<file path="src/rtl/adder_pkg.sv">
// Shared types and constants for the byte-serial wide adder.
package adder_pkg;

    localparam int unsigned BYTE_W = 8;

    typedef enum logic [1:0] {
        IDLE = 2'd0,
        RUN  = 2'd1,
        DONE = 2'd2
    } add_state_t;

endpackage

</file>
<file path="src/rtl/byte_slice_adder.sv">
// Combinational 8-bit ripple-carry slice built from per-bit full-adder cells.
module byte_slice_adder
    import adder_pkg::*;
(
    input  logic [BYTE_W-1:0] a,
    input  logic [BYTE_W-1:0] b,
    input  logic              ci,
    output logic [BYTE_W-1:0] s,
    output logic              co
);

    logic [BYTE_W:0] c;

    assign c[0] = ci;

    for (genvar i = 0; i < BYTE_W; i++) begin : g_fa
        assign s[i]   = a[i] ^ b[i] ^ c[i];
        assign c[i+1] = (a[i] & b[i]) | (c[i] & (a[i] ^ b[i]));
    end

    assign co = c[BYTE_W];

endmodule

</file>
<file path="src/rtl/multibyte_add_seq.sv">
// Byte-serial wide adder: one byte per cycle through a shared 8-bit slice,
// carry held in a register between cycles, valid/ready on both sides.
module multibyte_add_seq
    import adder_pkg::*;
#(
    parameter int unsigned NBYTES = 4
) (
    input  logic                     clk,
    input  logic                     rst,
    input  logic                     in_valid,
    output logic                     in_ready,
    input  logic [BYTE_W*NBYTES-1:0] a,
    input  logic [BYTE_W*NBYTES-1:0] b,
    input  logic                     cin,
    output logic                     out_valid,
    input  logic                     out_ready,
    output logic [BYTE_W*NBYTES-1:0] sum,
    output logic                     cout,
    output logic                     ovf
);

    localparam int unsigned W     = BYTE_W * NBYTES;
    localparam int unsigned IDX_W = (NBYTES > 1) ? $clog2(NBYTES) : 1;
    localparam logic [IDX_W-1:0] IDX_LAST = IDX_W'(NBYTES - 1);

    add_state_t        state, next_state;
    logic [IDX_W-1:0]  idx;
    logic [W-1:0]      a_q, b_q;
    logic              carry;
    logic              accept_c, step_c, last_c;
    logic [BYTE_W-1:0] slice_s;
    logic              slice_co;

    byte_slice_adder u_slice (
        .a  (a_q[BYTE_W*idx +: BYTE_W]),
        .b  (b_q[BYTE_W*idx +: BYTE_W]),
        .ci (carry),
        .s  (slice_s),
        .co (slice_co)
    );

    // State register
    always_ff @(posedge clk or posedge rst) begin
        if (rst) state <= IDLE;
        else     state <= next_state;
    end

    // Next-state and datapath strobes
    always_comb begin
        next_state = state;
        accept_c   = 1'b0;
        step_c     = 1'b0;
        last_c     = 1'b0;
        case (state)
            IDLE: begin
                if (in_valid && in_ready) begin
                    accept_c   = 1'b1;
                    next_state = RUN;
                end
            end
            RUN: begin
                step_c = 1'b1;
                if (idx == IDX_LAST) begin
                    last_c     = 1'b1;
                    next_state = DONE;
                end
            end
            DONE: begin
                if (out_ready) next_state = IDLE;
            end
            default: next_state = IDLE;
        endcase
    end

    // Handshake flags registered from the upcoming state so reset drives both low
    always_ff @(posedge clk or posedge rst) begin
        if (rst) begin
            in_ready  <= 1'b0;
            out_valid <= 1'b0;
        end else begin
            in_ready  <= (next_state == IDLE);
            out_valid <= (next_state == DONE);
        end
    end

    // Operand capture and byte-serial accumulation
    always_ff @(posedge clk or posedge rst) begin
        if (rst) begin
            a_q   <= '0;
            b_q   <= '0;
            carry <= 1'b0;
            idx   <= '0;
            sum   <= '0;
            cout  <= 1'b0;
            ovf   <= 1'b0;
        end else if (accept_c) begin
            a_q   <= a;
            b_q   <= b;
            carry <= cin;
            idx   <= '0;
            sum   <= '0;
            cout  <= 1'b0;
            ovf   <= 1'b0;
        end else if (step_c) begin
            sum[BYTE_W*idx +: BYTE_W] <= slice_s;
            carry                     <= slice_co;
            if (last_c) begin
                cout <= slice_co;
                ovf  <= (a_q[W-1] == b_q[W-1]) && (slice_s[BYTE_W-1] != a_q[W-1]);
            end else begin
                idx <= idx + 1'b1;
            end
        end
    end

endmodule
</file>
<file path="config.mk">
export PLATFORM = sky130hd
export DESIGN_NAME = multibyte_add_seq
export DESIGN_NICKNAME = d
export VERILOG_FILES = /design/src/rtl/adder_pkg.sv /design/src/rtl/byte_slice_adder.sv /design/src/rtl/multibyte_add_seq.sv
export SDC_FILE = /design/constraint.sdc
export NUM_CORES = 1
export LEC_CHECK = 0
export CAP_MARGIN = 10
export CORE_MARGIN = 1
export CORE_UTILIZATION = 46
export CTS_BUF_LIST = sky130_fd_sc_hd__clkbuf_16
export CTS_CLUSTER_SIZE = 25
export DETAILED_ROUTE_END_ITERATION = 8
export PLACE_DENSITY = 0.82
export SLEW_MARGIN = 10
export SYNTH_ARGS = -nofsm -noshare
export SYNTH_HDL_FRONTEND = slang
export SYNTH_SLANG_ARGS = --single-unit
</file>
<file path="constraint.sdc">
create_clock -name clk -period 4.7 [get_ports clk]
set_clock_uncertainty 0.1 [all_clocks]
set_input_delay 0.94 -clock clk [delete_from_list [all_inputs] [get_ports clk]]
set_output_delay 0.94 -clock clk [all_outputs]
set_load 0.01 [all_outputs]
</file>
# ---- Yosys cells after proc, flatten, opt, wreduce, memory -nomap -nowiden
# Cells that the tools add are included.
dict set report classes {
  n_eq_ne 7
  n_shift 4
  n_mux 23
  bitwise_logic 40
  n_reduce_logical 8
  n_addsub 2
}
# cell n
set ops {}
lappend ops {{$mux 32} 2}
lappend ops {{$shiftx 32x6->8} 2}
lappend ops {{$neg 5->34} 1}
lappend ops {{$shift 8x34->32 const A} 1}
lappend ops {{$shiftx 8x34->32} 1}
lappend ops {{$bwmux 32} 1}
lappend ops {{$and 1x1->1} 16}
lappend ops {{$xor 1x1->1} 16}
lappend ops {{$mux 1} 13}
lappend ops {{$mux 2} 6}
lappend ops {{$or 1x1->1} 8}
lappend ops {{$eq 2x2->1 const B} 3}
lappend ops {{$pmux 2 s3} 1}
lappend ops {{$logic_not 2->1} 2}
lappend ops {{$reduce_and 2->1} 2}
lappend ops {{$reduce_bool 2->1} 2}
lappend ops {{$add 2x1->2 const B} 1}
lappend ops {{$eq 2x1->1 const B} 1}
lappend ops {{$logic_and 1x1->1} 2}
lappend ops {{$ne 2x2->1 const B} 1}
lappend ops {{$eq 1x1->1} 1}
lappend ops {{$ne 1x1->1} 1}
dict set report word_totals {
  in_bits 69
  register_bits 105
  output_inout_bits 36
}

# ---- Depth between registers and ports, before layout
dict set report logic_depth {
  depth_word 22
  ltp_mapped 18
}

# ---- Cells and area by module
# From an unflattened synthesis, not the netlist that was laid out.
dict set report unflattened {
  cells_unflattened 297
  hier_area_um2 4704.5
}
# module seq_area_each_um2 instances cells_per_inst area_each_um2
set by_module_without_submodules {}
lappend by_module_without_submodules {multibyte_add_seq 2627.5 1 279 4506.8}
lappend by_module_without_submodules {byte_slice_adder 0.0 1 18 197.7}

# ---- Worst setup path after synthesis
# Ideal clock, no wire load.
dict set report synth_path {
  path_type {reg-to-reg}
  startpoint {reg idx[0]}
  endpoint {reg ovf}
  path_slack_ns 0.144
  setup_ns 0.078
  stages_incl_launch_ff 18
  arrival_ns 4.378
  period_less_slack_ns 4.556
  n_path_buf 1
  path_cell_list {dfrtp_1 -> buf_2 -> mux4_2 -> inv_1 -> fa_1 -> fa_1 -> fa_1 -> fa_1 -> fa_1 -> inv_1 -> fa_1 -> inv_1 -> fa_1 -> inv_1 -> fa_1 -> and3b_1 -> a21oi_1 -> o2bb2ai_1}
}
dict set report synth_via {
  elab_chain_len 22
  elab_cells_between_ends 42
}
# item line_no
set synth_rtl {}
lappend synth_rtl {{from (decl)} multibyte_add_seq.sv:27} ;# logic [IDX_W-1:0] idx;
lappend synth_rtl {{from (signal assigned)} multibyte_add_seq.sv:111} ;# idx <= idx + 1'b1;
lappend synth_rtl {{$shiftx 32x6->8 (on tied branches)} {multibyte_add_seq.sv:35, multibyte_add_seq.sv:36}}
lappend synth_rtl {{$xor 1x1->1} byte_slice_adder.sv:18} ;# assign c[i+1] = (a[i] & b[i]) | (c[i] & (a[i] ^ b[i]));
lappend synth_rtl {{$and 1x1->1} byte_slice_adder.sv:18}
lappend synth_rtl {{$or 1x1->1} byte_slice_adder.sv:18}
lappend synth_rtl {{$and 1x1->1} byte_slice_adder.sv:18}
lappend synth_rtl {{$or 1x1->1} byte_slice_adder.sv:18}
lappend synth_rtl {{$and 1x1->1} byte_slice_adder.sv:18}
lappend synth_rtl {{$or 1x1->1} byte_slice_adder.sv:18}
lappend synth_rtl {{[... 6 more ...]} n/a}
lappend synth_rtl {{$and 1x1->1} byte_slice_adder.sv:18}
lappend synth_rtl {{$or 1x1->1} byte_slice_adder.sv:18}
lappend synth_rtl {{$xor 1x1->1} byte_slice_adder.sv:17} ;# assign s[i] = a[i] ^ b[i] ^ c[i];
lappend synth_rtl {{$ne 1x1->1} multibyte_add_seq.sv:109} ;# ovf <= (a_q[W-1] == b_q[W-1]) && (slice_s[BYTE_W-1] != a_q[W-1]);
lappend synth_rtl {{$logic_and 1x1->1} multibyte_add_seq.sv:109}
lappend synth_rtl {{$mux 1} multibyte_add_seq.sv:107} ;# if (last_c) begin
lappend synth_rtl {{$mux 1} multibyte_add_seq.sv:104} ;# end else if (step_c) begin
lappend synth_rtl {{$mux 1} multibyte_add_seq.sv:96} ;# end else if (accept_c) begin
lappend synth_rtl {{to (signal assigned)} multibyte_add_seq.sv:109}
lappend synth_rtl {{to (decl)} multibyte_add_seq.sv:19} ;# output logic ovf
# Several ways; a longest one is shown, not always the timed one. The select of a mux whose other input is x is not followed.
# A chain may end at the register's enable or synchronous reset.

# ---- Worst setup path after layout
# Ends and elaborated chain as after synthesis.

==> flow_summary.yaml <==
floorplanning:
  core_um2: 9860
  die-area_um2: 10700
  rows: 36
  die_h_um: 103
  num_io_pins: 105
  die_x_um: 103
  start_util_pct: 48.0
placement:
  placed_cells: 668
  hpwl_um: 8150
  gp_congestion: 0.814
  dp_slack_ps: 125
  portBuffers: 104
logic_synthesis:
  seq_area_frac_synth_pct: 55.5
  synth_compound_area_share_pct: 7.43
  synth_nets: 529
  synth-xor-area-share_pct: 0.185
  syn_area_per_cell_um2: 10.6
  ys.flop_type: "dfrtp_1"
  synth_top_area_share_pct: 55.5
  synthCells: 448
  yosys-top-cells-count: "196 x nand2_1, 105 x dfrtp_1, 25 x inv_1"
  synth_top_family_by_area: "simple AND/OR/NAND/NOR gates"
  netlist_area_um2: 4730
  ys_ff_latch: 105
  synth_edf_count: 0
  ys_async_sr_fraction_pct: 100
  yosysTopAreaCell: "dfrtp_1"
  ys_warn_count: 0
  synth_simple_gate_area_share_pct: 19.7
  synthAdderAreaFrac_pct: 4.44
  synth_area_leaders: "dfrtp_1 56%, nand2_1 16%, mux4_2 7.6%"
  synthMuxAreaShare_pct: 7.83
  yosysUniqueCellTypes: 40
  yosysMostFrequentCell: "nand2_1"
global_route:
  grt_pass1_vias: 3590
  grt_max_degree: 93
  antenna_found_initial: 0
  grtUsageTotal_pct: 22.5
  grt_overflow: 0
  grt_pass1_wl_um: 17900
timing:
  postLayoutSetupSlackWorst_ps: 231
  finalCritPeriodShare_pct: 95.1
  min_period_ps: 4470
  maxSlewViolCount: 0
  hold_viol_final: 0
  setup_tns_ps: 0
  setup_viol: 0
  max_freq_mhz: 224
  relSlewSlack_pct: 50.2
  worst_slew_pin_slew_ps: 746
  rsz0062_at_grt: "false"
cells_and_area:
  instances_no_fill: 686
  drive_above_1_share_pct: 9.58
  finalNetCount: 629
  fillers: 764
  area_growth_pct: 31.3
  antennaDiodeCount: 0
critical_path:
  worstSetupPathType: "flip-flop to flip-flop"
  crit_start: "idx[0]$_DFFE_PP0P_"
  cp-end-kind: "flip-flop"
  cp.arrival_ps: 4600
  r2r-start: "idx[0]$_DFFE_PP0P_"
  crit_top_cell: "fa_1"
  slowest_delay_ps: 440
  path_cells: "mux4_2 -> inv_1 -> fa_1 -> fa_2 -> fa_2 -> fa_1 -> fa_1 -> inv_1 -> fa_1 -> inv_1 -> fa_1 -> inv_1 -> fa_2 -> buf_4 -> a21oi_1 -> o2bb2ai_1"
  start_kind: "flip-flop"
  crit_buf_inv: 5
  crit_slowest_cell: "dfrtp_2"
  critPathRequiredTime_ps: 4840
  worstPathMaxFanout: 4
  crit_family: "adder cells"
drt:
  detail-route-antenna-nets: 0
  viasPerCell: 5.24
  routed_wirelength_um: 11200
  wl_per_cell_um: 16.4
  drc_errors: 0
  first_pass_iters: 4
  drtIter0Drc: 138
  num_vias: 3593
cts:
  cts_made_buffers: 9
  cts.path.max_buffers: 2
  clkTransAtPathRegs_ps: 70
  cts_tree: "done"
  clock_latency_ps: 350
  hold_buffers: 0
  cts_root_buf: "clkbuf_16"
  clock_sinks: 105
  h-tree-depth: 3
power_and_ir_drop:
  p_total_mw: 4.48
  p_leak_nw: 2.94
  power_density_nw_per_um2: 722
  peakVddDrop_mv: 0.277
run:
  drv_cap: 0
run_status:
  outcome: "finished clean"
hold_path:
  hp-start: "a_q[24]$_DFFE_PP0P_"
  hold_class: "flip-flop to flip-flop"
path summary, 6_finish.rpt:
path | end | slack [ps] | depth (start not counted)
min reg2reg | a_q[24]$_DFFE_PP0P_ | 380 | 2
min in group asynchronous | sum[3]$_DFFE_PP0P_ | 880 | 2
max | ovf$_DFFE_PP0P_ | 230 | 16
max reg2reg | ovf$_DFFE_PP0P_ | 230 | 16
min | a_q[24]$_DFFE_PP0P_ | 380 | 2
max in group asynchronous | idx[0]$_DFFE_PP0P_ | 2970 | 3
repair_timing:
item                                    CTS  global route
endpoints found under the setup margin    0             1
endpoints found under the hold margin     0             0
gates resized for setup                   0             4
setup buffers                             0             1
worst min-delay path: stages (launching register included):
cell and delay, ps:
dfrtp_1 340, nand2_1 50, nand2_1 50
power by group:
group	switching [mW]	internal (mW)	total (mW)	leakage, nW
combinational	1.20	1.02	2.22	1.44
clock	0.342	0.365	0.706	0.136
sequential	0.268	1.29	1.56	1.36
total	1.81	2.67	4.48	2.94
metal layers:
metal	vias up	wire [um]	global-route usage [%]
met3	23	491	3.43
met1	1770	4980	29.7
met2	128	5520	37.8
li1	1672	-	-
met5	-	0	0
met4	0	229	8.88
final cells by class:
class / count / area [um^2] / share of cell area, %
clock buffer: 9 / 225 / 3.63
clock inverter: 7 / 53.8 / 0.866
inverter: 25 / 96.3 / 1.55
multi-input combinational: 294 / 1910 / 30.8
sequential: 105 / 2630 / 42.3
tap: 133 / 166 / 2.68
timing repair buffer: 113 / 1130 / 18.2
layout by cell type, fill, tap and decap left out, types with 2 or more instances in the layout:
cell type          n
fa_1               5
nand3_1            8
clkdlybuf4s50_1  104
dfrtp_1          104
a22o_1             4
ha_1               4
nor3_1             2
nand2_1          196
o32ai_1            2
inv_6              2
mux4_2            16
inv_1             24
o31ai_1            6
o2bb2ai_1         21
buf_4              8
nor2_1             5
clkbuf_16          9
fa_2               3
stage by stage:
step,cell area [um^2],util (%),hold slack [ps]
detailed placement,5890,59.7,362
global route,6210,63.0,393
global placement,5890,59.7,353
floorplan,4730,-,340
CTS,6170,62.5,378
finish,6210,63.0,376
registers in the layout, summed over array words and instances, names as in the netlist, 2 cells and up:
name   cells
idx        2
b_q       32
state      2
a_q       32
sum       32
cells by family (layout without fill, tap and decap cells):
family                   Yosys count  count (layout)
XOR/XNOR                           1               1
AO/OA/AOI/OAI                     40              40
AND/OR/NAND/NOR                  224             224
multiplexers                      17              17
adder cells (fa/ha/maj)           12              12
buffers and inverters             49             154
flip-flops                       105             105
Power figures use the tool's default switching activity.
